===== config.mk =====
export PLATFORM = sky130hd
export DESIGN_NAME = ro_pair_sequencer
export DESIGN_NICKNAME = d
export VERILOG_FILES = /design/src/rtl/ro_pair_sequencer.sv
export SDC_FILE = /design/constraint.sdc
export NUM_CORES = 1
export LEC_CHECK = 0
export ABC_AREA = 1
export ABC_CLOCK_PERIOD_IN_PS = 2500
export CORE_MARGIN = 4
export CORE_UTILIZATION = 59
export DETAILED_ROUTE_END_ITERATION = 8
export GPL_ROUTABILITY_DRIVEN = 0
export PLACE_DENSITY = 0.84
export RECOVER_POWER = 100
export SETUP_SLACK_MARGIN = 0.3
export SLEW_MARGIN = 20
export SYNTH_ARGS = -nofsm -noshare
export SYNTH_HDL_FRONTEND = slang
export SYNTH_SLANG_ARGS = --single-unit

===== constraint.sdc =====
create_clock -name clk -period 2.5 [get_ports clk]
set_input_delay 0.25 -clock clk [delete_from_list [all_inputs] [get_ports clk]]
set_output_delay 0.25 -clock clk [all_outputs]
set_load 0.02 [all_outputs]

===== src/rtl/ro_pair_sequencer.sv =====
// ro_pair_sequencer: steps two 16:1 RO muxes through NUM_BITS pairs, counts edges per window, emits one response bit per pair
// Ports: clk/rst_n (async active-low), start+seed (challenge request, accepted in IDLE),
//   mux_a_out/mux_b_out (asynchronous RO mux outputs), sel_a/sel_b (mux selects),
//   busy, done (one-cycle pulse), resp (bit i = pair i).
// Optional: define PUF_TIE_FLAG_EN to add tie_mask (bit i set when pair i counted equal).
module ro_pair_sequencer #(
  parameter int NUM_BITS = 8,
  parameter int SETTLE   = 16,
  parameter int WINDOW   = 1024,
  parameter int CNT_W    = 16
) (
  input  logic                clk,
  input  logic                rst_n,
  input  logic                start,
  input  logic [3:0]          seed,
  input  logic                mux_a_out,
  input  logic                mux_b_out,
  output logic [3:0]          sel_a,
  output logic [3:0]          sel_b,
  output logic                busy,
  output logic                done,
  output logic [NUM_BITS-1:0] resp
`ifdef PUF_TIE_FLAG_EN
  ,
  output logic [NUM_BITS-1:0] tie_mask
`endif
);
  localparam int TW = $clog2(SETTLE + WINDOW + 1);
  typedef enum logic [2:0] {S_IDLE, S_SETTLE, S_COUNT, S_COMPARE, S_DONE} state_t;
  state_t state, state_n;
  logic [TW-1:0] timer;
  logic [3:0] seed_q, idx, sel_base;
  logic [2:0] sync_a, sync_b;
  logic [CNT_W-1:0] cnt_a, cnt_b;
  logic rise_a, rise_b, last, accept, timer_zero;
  // bits [1:0] are the synchronizer, bit [2] holds the previous synchronized value
  assign rise_a = sync_a[1] & ~sync_a[2];
  assign rise_b = sync_b[1] & ~sync_b[2];
  assign last = idx == 4'(NUM_BITS - 1);
  assign accept = state == S_IDLE && start;
  assign timer_zero = timer == '0;
  // select base for the next pair: seed + 2*(idx+1), 4-bit wrap
  assign sel_base = seed_q + {idx[2:0] + 3'd1, 1'b0};
  always_ff @(posedge clk or negedge rst_n)
    if (!rst_n) state <= S_IDLE;
    else state <= state_n;
  always_comb begin
    state_n = state;
    case (state)
      S_IDLE:    state_n = start ? S_SETTLE : S_IDLE;
      S_SETTLE:  state_n = timer_zero ? S_COUNT : S_SETTLE;
      S_COUNT:   state_n = timer_zero ? S_COMPARE : S_COUNT;
      S_COMPARE: state_n = last ? S_DONE : S_SETTLE;
      default:   state_n = S_IDLE;
    endcase
  end
  always_comb begin
    busy = state == S_SETTLE || state == S_COUNT || state == S_COMPARE;
    done = state == S_DONE;
  end
  always_ff @(posedge clk or negedge rst_n) begin
    if (!rst_n) begin
      sync_a <= '0;
      sync_b <= '0;
      cnt_a  <= '0;
      cnt_b  <= '0;
      timer  <= '0;
      seed_q <= '0;
      idx    <= '0;
      sel_a  <= '0;
      sel_b  <= '0;
      resp   <= '0;
`ifdef PUF_TIE_FLAG_EN
      tie_mask <= '0;
`endif
    end else begin
      sync_a <= {sync_a[1:0], mux_a_out};
      sync_b <= {sync_b[1:0], mux_b_out};
      // counters only run inside the window and saturate at all-ones
      cnt_a <= state == S_COUNT ? cnt_a + CNT_W'(rise_a & ~&cnt_a) : '0;
      cnt_b <= state == S_COUNT ? cnt_b + CNT_W'(rise_b & ~&cnt_b) : '0;
      timer <= (accept || (state == S_COMPARE && !last)) ? TW'(SETTLE - 1) :
               (state == S_SETTLE && timer_zero) ? TW'(WINDOW - 1) :
               timer - TW'(!timer_zero);
      if (accept) begin
        seed_q <= seed;
        idx    <= '0;
        resp   <= '0;
        sel_a  <= seed;
        sel_b  <= seed + 4'd1;
`ifdef PUF_TIE_FLAG_EN
        tie_mask <= '0;
`endif
      end
      if (state == S_COMPARE) begin
        resp <= resp | (NUM_BITS'(cnt_a > cnt_b) << idx);
`ifdef PUF_TIE_FLAG_EN
        tie_mask <= tie_mask | (NUM_BITS'(cnt_a == cnt_b) << idx);
`endif
        if (!last) begin
          idx   <= idx + 4'd1;
          sel_a <= sel_base;
          sel_b <= sel_base + 4'd1;
        end
      end
    end
  end
endmodule


==> results.py <==
metrics = {
    "worst_setup_path": {
        "startpoint_type": "flop",
        "end_kind": "flop",
        "critPathArrivalTime_ns": 2.56,
        "critPathKind": "flop to flop",
        "required_ns": 2.77,
        "r2r_slack_ns": 0.21,
        "worst-path-max-fanout": 3,
    },
    "sta": {
        "grt_setup_unrepaired": "yes",
        "finClkSkew_ns": 0.01315,
        "worstMarginPinSlew_ns": 1.881,
        "hold_viol_final": 0,
        "fmax_mhz": 437.3,
        "period_share_pct": 91.48,
        "setup_tns_ns": 0,
        "setup_ws_ns": 0.2131,
        "setup_violations": 0,
        "fin_crit_ns": 2.287,
        "max_slew_margin_pct": -25.41,
        "drv_slew": 77,
    },
    "route": {
        "num_vias": 3503,
        "wire_per_inst_um": 15.42,
        "drt_iter0_markers": 281,
        "via_per_inst": 5.632,
        "firstDrtPassIters": 5,
        "drtAntennaViolNets": 0,
        "routed_wl_um": 9590,
        "drc": 0,
    },
    "yosys": {
        "synth_cell_types": 42,
        "synth_top_area_share_pct": 46.41,
        "syn-cell-area_mm2": 0.004098,
        "yosysTopAreaCell": "dfrtp_1",
        "yosys_warnings": 0,
        "synth_enable_flop_cells": 0,
        "yosysSeqAreaShare_pct": 46.41,
        "synth_area_leaders": "dfrtp_1 (46%), nand2_1 (8.9%), ha_1 (7.9%), inv_1 (6.2%), nor2_1 (4.8%)",
        "syn_inst": 482,
        "syn_nets": 518,
        "synth_async_sr_flop_share_pct": 100.0,
        "syn_area_per_cell_um2": 8.501,
        "yosys_most_used_dff": "dfrtp_1",
        "ys_ff_latch": 76,
    },
    "min_path": {
        "hold_class": "flop to flop",
    },
    "die": {
        "coreArea_mm2": 0.006756,
        "rows": 30,
        "die_w_um": 91.34,
        "die_y_um": 91.34,
        "io-pin-count": 27,
        "start_util_pct": 60.65,
        "design.die.area_mm2": 0.008342,
    },
    "global_routing": {
        "antenna_found_initial": 0,
        "track_usage_pct": 22.60,
        "overflow": 0,
        "grt_pass1_vias": 3298,
        "grt_start_max_net_pins": 77,
        "grt_pass1_wl_um": 15210,
    },
    "clock_network": {
        "clockBufferDepth": 2,
        "cts_tree": "built",
        "h-tree-depth": 3,
        "clk_latency_ns": 0.35,
        "clk_root_buffer_cell": "clkbuf_8",
        "cts_num_sinks": 76,
        "cts_made_buffers": 9,
        "clk_pin_slew_ns": 0.08,
    },
    "finish": {
        "drive_gt1_share_pct": 14.94,
        "final.fill_count": 479,
        "syn2layout_area_growth_pct": 20.64,
        "diodes": 0,
        "nets": 573,
        "design_area_mm2": 0.004943,
        "fin_util_pct": 73.17,
        "register_area_mm2": 0.001906,
        "multi_input_area_mm2": 0.001996,
    },
    "flow_run": {
        "cap_violations": 1,
    },
    "power_and_ir_drop": {
        "total_power_w": 0.003189,
        "power_frac_seq_pct": 44.6,
        "p_switching_w": 0.0009259,
        "power_leakage_nw": 2.376,
        "power_switching_share_pct": 29.04,
        "clkPwrFrac_pct": 37.3,
        "pwr-share-comb_pct": 18.0,
        "irDropWorstVdd_v": 0.0003385,
        "p_int_w": 0.002263,
        "pwr_density_cell_mw_per_mm2": 645.0,
    },
    "placement": {
        "hpwl_um": 6182,
        "pre_cts_ws_ns": 0.1255,
        "place_area_mm2": 0.004446,
        "io_buffer_count": 26,
    },
    "status": {
        "violations": "max-capacitance violations, max-slew violations",
        "status": "finished, violations left",
    },
}
[synth_stat cells (5+ instances only)]
master and count:
nor2_1 52, ha_1 26, nand3_1 15, xor2_1 5, nand4_1 7, o21ai_0 23
dfrtp_1 76, inv_1 68, a21oi_1 30, nor3_1 13, a31oi_1 7, nand2_1 97
xnor2_1 6, nand2_2 6
[per-stage QoR]
stage               hold WS (ns)  cells
floorplan               -0.04559    482
global placement          0.3320    586
detailed placement        0.3355    586
CTS                      0.06475    605
global route              0.3578    622
finish                    0.3497    622
[worst paths after layout]
check | startpoint | endpoint | cells after the start
max | timer[2] | timer[8] | 10
min in group asynchronous | rst_n | cnt_b[1] | 1
max in group asynchronous | rst_n | cnt_a[4] | 1
min | sync_a[0] | sync_a[1] | 0
max reg2reg | timer[2] | timer[8] | 10
min reg2reg | sync_a[0] | sync_a[1] | 0
[flip-flops by register name, summed over array words and instances, names as in the netlist]
signal,cells
cnt_a,16
cnt_b,16
timer,11
resp,8
idx,4
seed_q,4
sel_a,4
sel_b,4
state,3
sync_a,3
sync_b,3
[power by group through the flow]
stage               Clock [W]  Sequential [W]  Combinational [W]
global route          0.00126         0.00143           0.000666
finish                0.00119         0.00142           0.000575
CTS                   0.00120         0.00141           0.000511
global placement            0         0.00142           0.000479
detailed placement          0         0.00143           0.000504
floorplan                   0         0.00140           0.000374
[cell families after synthesis]
| group | share of synthesized area [%] |
|---|---|
| compound gates | 10.32 |
| xor+xnor | 2.351 |
| fa+ha+maj | 8.427 |
| buf+inv | 7.206 |
| flops | 46.41 |
| simple gates | 25.28 |
[cells in the final DEF, fill, tap and decap left out, drive strengths merged, types with 7 or more instances in the layout]
master,Yosys,final
inv,72,72
nand3,17,17
nor2,58,58
dlygate4sd3,0,19
clkbuf,0,15
a21oi,30,30
nand4,7,7
nor3,18,18
o21ai,23,23
a31oi,7,7
nand2,104,104
ha,26,26
buf,4,19
dfrtp,76,76
[worst max-delay path: stages, from the launching register on]
cell     delay [ns]
dfrtp_1        0.41
or2_4          0.28
nor4_1         0.44
inv_2          0.12
ha_2           0.21
ha_2           0.18
inv_1          0.11
nor2_1         0.08
inv_1          0.10
o21ai_0        0.10
a31oi_1        0.18
[area by class of cell]
type | count | area share, %
multi-input cells | 330 | 40.37
flip-flops and latches | 76 | 38.55
repair buffers | 48 | 8.352
inverters | 72 | 5.467
clock buffers | 11 | 3.063
clock inverters | 5 | 2.177
well taps | 80 | 2.025
[routing by layer]
| metal | vias to the layer above | track usage [%] | part of all wire (%) |
|---|---|---|---|
| met5 | - | 0 | 0 |
| met4 | 0 | 8.668 | 2.0 |
| met3 | 24 | 3.811 | 3.7 |
| met2 | 88 | 37.09 | 51 |
| met1 | 1707 | 30.03 | 43 |
| li1 | 1684 | - | - |
[timing repair]
action / 4_1_cts / 5_1_grt
cloned: 0 / 0
endpoints found under the setup margin: 6 / 21
buffers inserted: 3 / 17
pin swaps: 1 / 9
hold buffers: 0 / 0
resized for setup: 5 / 41
No activity file was read; power rests on OpenSTA's default activity.
